### config.mk
export PLATFORM = sky130hd
export DESIGN_NAME = step_sequencer_core
export DESIGN_NICKNAME = d
export VERILOG_FILES = /design/src/rtl/seq_pkg.sv /design/src/rtl/seq_tick_divider.sv /design/src/rtl/step_sequencer_core.sv
export SDC_FILE = /design/constraint.sdc
export NUM_CORES = 1
export LEC_CHECK = 0
export BUFFER_PORTS_ARGS = -buffer_cell sky130_fd_sc_hd__buf_2
export CORE_MARGIN = 2
export CORE_UTILIZATION = 25
export DETAILED_ROUTE_END_ITERATION = 8
export PLACE_DENSITY = 0.46
export SLEW_MARGIN = 40
export SYNTH_ARGS = -nofsm -noshare
export SYNTH_HDL_FRONTEND = slang
export SYNTH_HIERARCHICAL = 1
export SYNTH_SLANG_ARGS = --single-unit
### constraint.sdc
create_clock -name iCLK -period 5.6 [get_ports iCLK]
set_input_delay 0.84 -clock iCLK [delete_from_list [all_inputs] [get_ports iCLK]]
set_output_delay 0.84 -clock iCLK [all_outputs]
set_load 0.05 [all_outputs]
### src/rtl/seq_pkg.sv
// seq_pkg: shared step count, FSM state encoding and counter sizing for the step sequencer
package seq_pkg;
  localparam int NUM_STEPS = 9;
  typedef enum logic {ST_STOPPED = 1'b0, ST_RUNNING = 1'b1} seq_state_e;
  function automatic int cnt_width(input int unsigned max_val);
    return $clog2(max_val + 1);
  endfunction
endpackage

### src/rtl/seq_tick_divider.sv
// seq_tick_divider: loadable-period tick counter producing a terminal-count pulse
module seq_tick_divider #(
  parameter int W = 4,
  parameter logic [W-1:0] RST_PERIOD = W'(2)
) (
  input  logic         clk,
  input  logic         rst,
  input  logic         clr,
  input  logic         en,
  input  logic         load,
  input  logic [W-1:0] period,
  output logic         tc
);
  logic [W-1:0] cnt_q, cnt_d, per_q, per_d;
  assign tc = en && (cnt_q == per_q - 1'b1);
  // count up while enabled, restart on clear or terminal count; latch period on load
  always_comb begin
    cnt_d = (clr || tc) ? '0 : en ? cnt_q + 1'b1 : cnt_q;
    per_d = load ? period : per_q;
  end
  // counter and period registers
  always_ff @(posedge clk or posedge rst)
    if (rst) begin
      cnt_q <= '0;
      per_q <= RST_PERIOD;
    end else begin
      cnt_q <= cnt_d;
      per_q <= per_d;
    end
endmodule

### src/rtl/step_sequencer_core.sv
// step_sequencer_core: tempo-driven 9-step sequencer with note gate; SEQ_SWING_EN enables swing timing
module step_sequencer_core
  import seq_pkg::*;
#(
  parameter int TICKS_PER_STEP = 12_500_000,
  parameter int GATE_TICKS     = 6_250_000,
  parameter int SWING_TICKS    = 0
) (
  input  logic                 iCLK,
  input  logic                 iRST,
  input  logic                 iRUN,
  input  logic                 iSTEP_CLR,
  input  logic                 iPAT_WE,
  input  logic [NUM_STEPS-1:0] iPAT_DATA,
  output logic [NUM_STEPS-1:0] oSTEP_REG,
  output logic                 oSTEP_STROBE,
  output logic                 oNOTE_PLAYING,
  output logic                 oRUNNING
);
`ifdef SEQ_SWING_EN
  localparam int MAXP = TICKS_PER_STEP + SWING_TICKS;
  localparam int P0   = TICKS_PER_STEP + SWING_TICKS;
  localparam logic [NUM_STEPS-1:0] EVEN = 9'h055;
`else
  localparam int MAXP = TICKS_PER_STEP;
  localparam int P0   = TICKS_PER_STEP;
`endif
  localparam int MAXV = (MAXP > GATE_TICKS) ? MAXP : GATE_TICKS;
  localparam int W    = cnt_width(MAXV);
  if (TICKS_PER_STEP < 2 || GATE_TICKS < 1 || SWING_TICKS >= TICKS_PER_STEP - 1) begin : g_bad_params
    $error("step_sequencer_core: illegal timing parameters");
  end
  seq_state_e state_q, state_d;
  logic [NUM_STEPS-1:0] step_q, step_d, pat_q, pat_d;
  logic [W-1:0] gate_q, gate_d, period;
  logic strobe_q, strobe_d, note_q, note_d, active, enter, tc;
  assign active        = (state_q == ST_RUNNING) && iRUN;
  assign oSTEP_REG     = step_q;
  assign oSTEP_STROBE  = strobe_q;
  assign oNOTE_PLAYING = note_q;
  assign oRUNNING      = (state_q == ST_RUNNING);
  seq_tick_divider #(.W(W), .RST_PERIOD(W'(P0))) u_div (
    .clk   (iCLK),
    .rst   (iRST),
    .clr   (iSTEP_CLR || (state_q == ST_STOPPED && iRUN)),
    .en    (active),
    .load  (iSTEP_CLR || tc),
    .period(period),
    .tc    (tc)
  );
  // run/stop follows the iRUN level
  always_comb state_d = iRUN ? ST_RUNNING : ST_STOPPED;
  // state register
  always_ff @(posedge iCLK or posedge iRST)
    if (iRST) state_q <= ST_STOPPED;
    else state_q <= state_d;
  // period of the step being entered; step 8 and the unswung build use the base tempo
  always_comb begin
`ifdef SEQ_SWING_EN
    period = step_d[NUM_STEPS-1] ? W'(TICKS_PER_STEP) :
             |(step_d & EVEN) ? W'(TICKS_PER_STEP + SWING_TICKS) : W'(TICKS_PER_STEP - SWING_TICKS);
`else
    period = W'(TICKS_PER_STEP);
`endif
  end
  // step ring, strobe and gate; clear beats advance, stopping kills the gate
  always_comb begin
    step_d   = iSTEP_CLR ? NUM_STEPS'(1) : tc ? {step_q[NUM_STEPS-2:0], step_q[NUM_STEPS-1]} : step_q;
    enter    = active && (iSTEP_CLR || tc);
    strobe_d = enter;
    pat_d    = iPAT_WE ? iPAT_DATA : pat_q;
    gate_d   = enter ? (|(pat_q & step_d) ? W'(GATE_TICKS) : '0) :
               (active && |gate_q) ? gate_q - 1'b1 : '0;
    note_d   = |gate_d;
  end
  // datapath registers
  always_ff @(posedge iCLK or posedge iRST)
    if (iRST) begin
      step_q   <= NUM_STEPS'(1);
      pat_q    <= '0;
      gate_q   <= '0;
      strobe_q <= 1'b0;
      note_q   <= 1'b0;
    end else begin
      step_q   <= step_d;
      pat_q    <= pat_d;
      gate_q   <= gate_d;
      strobe_q <= strobe_d;
      note_q   <= note_d;
    end
endmodule

# Word-level counts from Yosys, hierarchy flattened
# Index checks and enable logic that the tools add are counted.
# W data, S select, Z words.
[word_totals] reg_bits=69 input_bits=14 out_inout_bits=12 word_cells=32
[op_classes] n_addsub=2 eq_ne=1 n_mux=8 bitwise=2 n_reduce_logical=12
[op_table] cell="$mux W24" count=4
[op_table] cell="$reduce_or A24 Y1" count=2
[op_table] cell="$add A24 B1 Y24 const B" count=1
[op_table] cell="$eq A24 B24 Y1 const B" count=1
[op_table] cell="$sub A24 B1 Y24 const B" count=1
[op_table] cell="$mux W23" count=1
[op_table] cell="$mux W9" count=2
[op_table] cell="$and A9 B9 Y9" count=1
[op_table] cell="$reduce_or A9 Y1" count=1
[op_table] cell="$logic_and A1 B1 Y1" count=5
[op_table] cell="$logic_or A1 B1 Y1" count=3
[op_table] cell="$reduce_bool A2 Y1" count=1
[op_table] cell="$mux W1" count=1
[op_table] cell="$not A1 Y1" count=1

# Longest topological paths before layout
[depth] depth_word=9 mapped_depth=18 ltp_nobuf=14

# Cells and area by module
# The synthesis kept the hierarchy.
[by_module_without_submodules] mod="seq_tick_divider" n_inst=1 cells_per_inst=315 area_each_um2=3054.2 seq_area_each_um2=1216.2
[by_module_without_submodules] mod="step_sequencer_core" n_inst=1 cells_per_inst=233 area_each_um2=2363.5 seq_area_each_um2=1127.3

# Worst setup path before layout
# OpenSTA, ideal clock, no wires.
[synth_path] path_kind="reg-to-reg" startpoint="register u_div/per_q[0] (netlist name)" endpoint="register gate_q[10]" setup_ns=0.139 arrival_time_ns=4.186 t_required_ns=5.461 setup_slack_ns=1.275 path_stages_with_launch=19 path_buffers=4 period_less_slack_ns=4.325 path_cell_list="dfrtp_1 -> inv_1 -> ha_1 -> or4b_1 -> buf_2 -> nor4_4 -> nor4b_4 -> xnor2_1 -> a2111o_1 -> nor4b_4 -> buf_6 -> buf_2 -> mux2i_1 -> nor2_1 -> a22o_1 -> a221oi_1 -> a31o_2 -> clkbuf_1 -> o21ai_0"
[synth_rtl] item="end signal, assigned" line_no="step_sequencer_core.sv:87" source="gate_q <= gate_d;"
[synth_rtl] item="end, declared" line_no="step_sequencer_core.sv:35" source="logic [W-1:0] gate_q, gate_d, period;"

==> run_results.csv <==
group,metric,value,unit
run_status,run_status,"finished clean",
placement,buffer_ports.inserted,25,
synth,yosys_register_bits,93,
critical_path,timing.setup.critical_path_class,"flip-flop to flip-flop",
synth,ys_async_sr_fraction,100,%
cells_and_area,area_delta_synth_final,13.3,%
detailed_routing,drt_iter0_markers,224,
floorplanning,core_area,0.0212,mm^2
clock_network,clk_pin_slew,0.08,ns
critical_path,crit_required,5.85,ns
worst_hold_path,worst_hold_startpoint,"pat_q[5]$_DFFE_PP0P_",
worst_hold_path,worst_hold_path_type,"flip-flop to flip-flop",
critical_path,crit_fanout,35,
synth,synth_sequential_area_ratio,43.3,%
global_routing,grt_first_pass_wirelength,21.1,mm
synth,syn_area,0.00542,mm^2
synth,synth_cells,548,
cells_and_area,multi_input_comb_area,0.00294,mm^2
detailed_routing,drt-pass1-iter-count,5,
global_routing,overflow_left_after_global_routing,0,
critical_path,rrSetupSlack,1.08,ns
clock_network,ctsResizeCount,0,
cells_and_area,antennaDiodeCount,0,
sta,fin_skew,0.0120,ns
critical_path,worstRegToRegCells,15,
floorplanning,design.die.area,0.0229,mm^2
critical_path,arrival,4.77,ns
detailed_routing,detailroute.via_count,4166,
job,maxCapViolCount,0,
sta,fin_setup_tns,0,ns
power,cellLeakagePower,2.52,nW
global_routing,grt.total_usage,11.8,%
sta,max-slew-margin-rel,47.8,%
floorplanning,floorplan.initialDensity,25.6,%
clock_network,buffers_inserted_during_post_cts_setup_optimization,0,
detailed_routing,routed_wl,12.8,mm
sta,share_of_the_clock_period_used_by_the_worst_path_after_layout,80.8,%
cells_and_area,final_nets,595,
cells_and_area,fin_util,29.0,%
cells_and_area,n_fill_cell,2196,
cells_and_area,layout.cells.most_common,"dfrtp_1",
global_routing,number_of_antenna_violations_at_the_first_check_in_global_routing,0,
synth,synth_area_per_cell,9.89,um^2
floorplanning,io_pins,26,
sta,rsz0062_at_grt,"false",
synth,synth_enable_flop_cells,0,
global_routing,pin_count_of_the_biggest_net_entering_global_routing,49,
sta,period_minus_slack,4.52,ns
sta,finalHoldViolCount,0,
clock_network,numCtsBuffers,9,
worst_hold_path,worst_hold_path_depth,1,
detailed_routing,routed_via_density,4.86,
synth,postSynth.topFlopCell,"dfrtp_1",
clock_network,cts_tree,"yes",
floorplanning,floorplan.rows,53,
synth,yosysWarningCount,6,
cells_and_area,area.sequential,0.00234,mm^2
critical_path,worstSetupStartpointType,"flip-flop",
sta,fmax,221,MHz
cells_and_area,most-common-layout-cells,"80 x dfrtp_1, 56 x nor2_1, 40 x nor3_1",
placement,routabilityCongestion,0.854,
critical_path,crit_path_end_kind,"flip-flop",
clock_network,postCtsHoldBufs,0,
synth,yosysUniqueCellTypes,69,
placement,place_hpwl,9.18,mm
global_routing,via_count_of_the_first_global_routing_pass,4079,
sta,timing.final.max_slew_violations,0,
cells_and_area,final_layout_size_suffix_gt1_share,17.0,%
clock_network,clock_tree.htree_level_count,3,
clock_network,clock_sinks,93,
power,worst_ir_drop_vdd,0.000183,V
detailed_routing,number_of_drc_violations_after_detailed_routing,0,
critical_path,timing.rr.end,"oNOTE_PLAYING$_DFF_PP0_",
detailed_routing,postRouteAntennaNets,0,
clock_network,cts_root_buf,"clkbuf_16",
power,cellPowerDensity,287,mW/mm^2
floorplanning,floorplan.die.width,151,um
clock_network,clkLatencyLatePin,0.35,ns
sta,setup_viol,0,
sta,worst_pin_slew,0.784,ns
detailed_routing,post_drt_wl_per_cell,14.9,um
clock_network,clock_tree.buffer_depth,2,
critical_path,crit-reg2reg-launch,"u_div/per_q[0]$_DFFE_PP0P_",
floorplanning,die_height,151,um
worst_hold_path,hold_path_end,"pat_q[5]$_DFFE_PP0P_",
cell type report:
class | instances | share of cell area, %
Tap cell | 275 | 5.61
Sequential cell | 93 | 38.2
Clock inverter | 7 | 1.28
Inverter | 16 | 1.06
Multi-Input combinational cell | 430 | 47.9
Timing Repair Buffer | 27 | 2.28
Clock buffer | 9 | 3.67
per-stage QoR:
step	worst slack [ns]	std cells	total power [mW]	hold WS (ns)	instance area [um^2]
finish	1.08	857	1.76	0.522	6140
global placement	1.09	841	1.15	0.504	5820
CTS	1.05	857	1.79	0.523	6140
global route	0.702	857	1.87	0.548	6140
floorplan	1.27	570	1.07	0.481	5500
detailed placement	1.07	841	1.16	0.504	5830
sequential cells by signal, summed over array words and instances, names as in the netlist:
| name | cells |
|---|---|
| gate_q | 24 |
| u_div/cnt_q | 24 |
| u_div/per_q | 24 |
| oSTEP_REG | 9 |
| pat_q | 9 |
| oNOTE_PLAYING | 1 |
| oRUNNING | 1 |
| oSTEP_STROBE | 1 |
synth_stat cells (13+ instances only):
library cell / n / area, um^2
clkbuf_1: 17 / 63.8
dfrtp_1: 80 / 2000
dfstp_2: 13 / 342
inv_1: 15 / 56.3
mux2_2: 29 / 327
nand2_1: 32 / 120
nand3_1: 13 / 65.1
nand4_1: 18 / 113
nor2_1: 56 / 210
nor3_1: 40 / 200
o21ai_0: 13 / 65.1
xnor2_1: 35 / 307
xor2_1: 31 / 272
layer usage:
metal,up-vias,global-route usage (%),share of wire [%]
met5,-,0,0
met4,0,4.39,2.1
met3,20,2.44,3.4
met2,84,19.5,49
met1,2060,15.0,45
li1,2002,-,-
critical path, stage by stage, from the launching register on:
cell and delay, ns:
dfrtp_1 0.42, inv_1 0.09, ha_1 0.25, or4b_1 0.65
nor4_1 0.30, xnor2_1 0.12, a2111oi_0 0.33, nand4_1 0.22
nor4b_4 0.28, buf_4 0.41, nor2b_1 0.10, a211o_1 0.29
a22o_1 0.23, a21oi_1 0.14, a31o_2 0.33, a21bo_1 0.23
worst max-delay path by stage:
stage                                     startpoint  depth (start not counted)  slack, ns                      end
after floorplan           u_div/per_q[0]$_DFFE_PP0P_                         18       1.27     gate_q[10]$_DFF_PP0_
after global placement    u_div/per_q[0]$_DFFE_PP0P_                         15       1.09  oNOTE_PLAYING$_DFF_PP0_
after detailed placement  u_div/per_q[0]$_DFFE_PP0P_                         15       1.07  oNOTE_PLAYING$_DFF_PP0_
after CTS                 u_div/per_q[0]$_DFFE_PP0P_                         15       1.05  oNOTE_PLAYING$_DFF_PP0_
after global routing      u_div/per_q[0]$_DFFE_PP0P_                         15       0.70  oNOTE_PLAYING$_DFF_PP0_
final                     u_div/per_q[0]$_DFFE_PP0P_                         15       1.08  oNOTE_PLAYING$_DFF_PP0_
power breakdown:
part / internal [mW] / total [mW] / switching [mW]
sequential: 0.719 / 0.786 / 0.0664
clock: 0.317 / 0.619 / 0.302
combinational: 0.155 / 0.359 / 0.204
cell families (layout without fill, tap and decap cells):
logic type                 Yosys count  count (layout)  share of synthesized area [%]
DFF                                 93              93                           43.3
adders and majority gates            4               4                          0.924
and+or+nand+nor                    223             223                           23.1
xor gates and xnor gates            67              67                           11.1
buffers and inverters               47              59                           4.13
other                                2              24                          0.139
AOI/OAI and AO/OA                   71              71                           9.08
muxes                               41              41                           8.24
No activity file was read; power rests on OpenSTA's default activity.
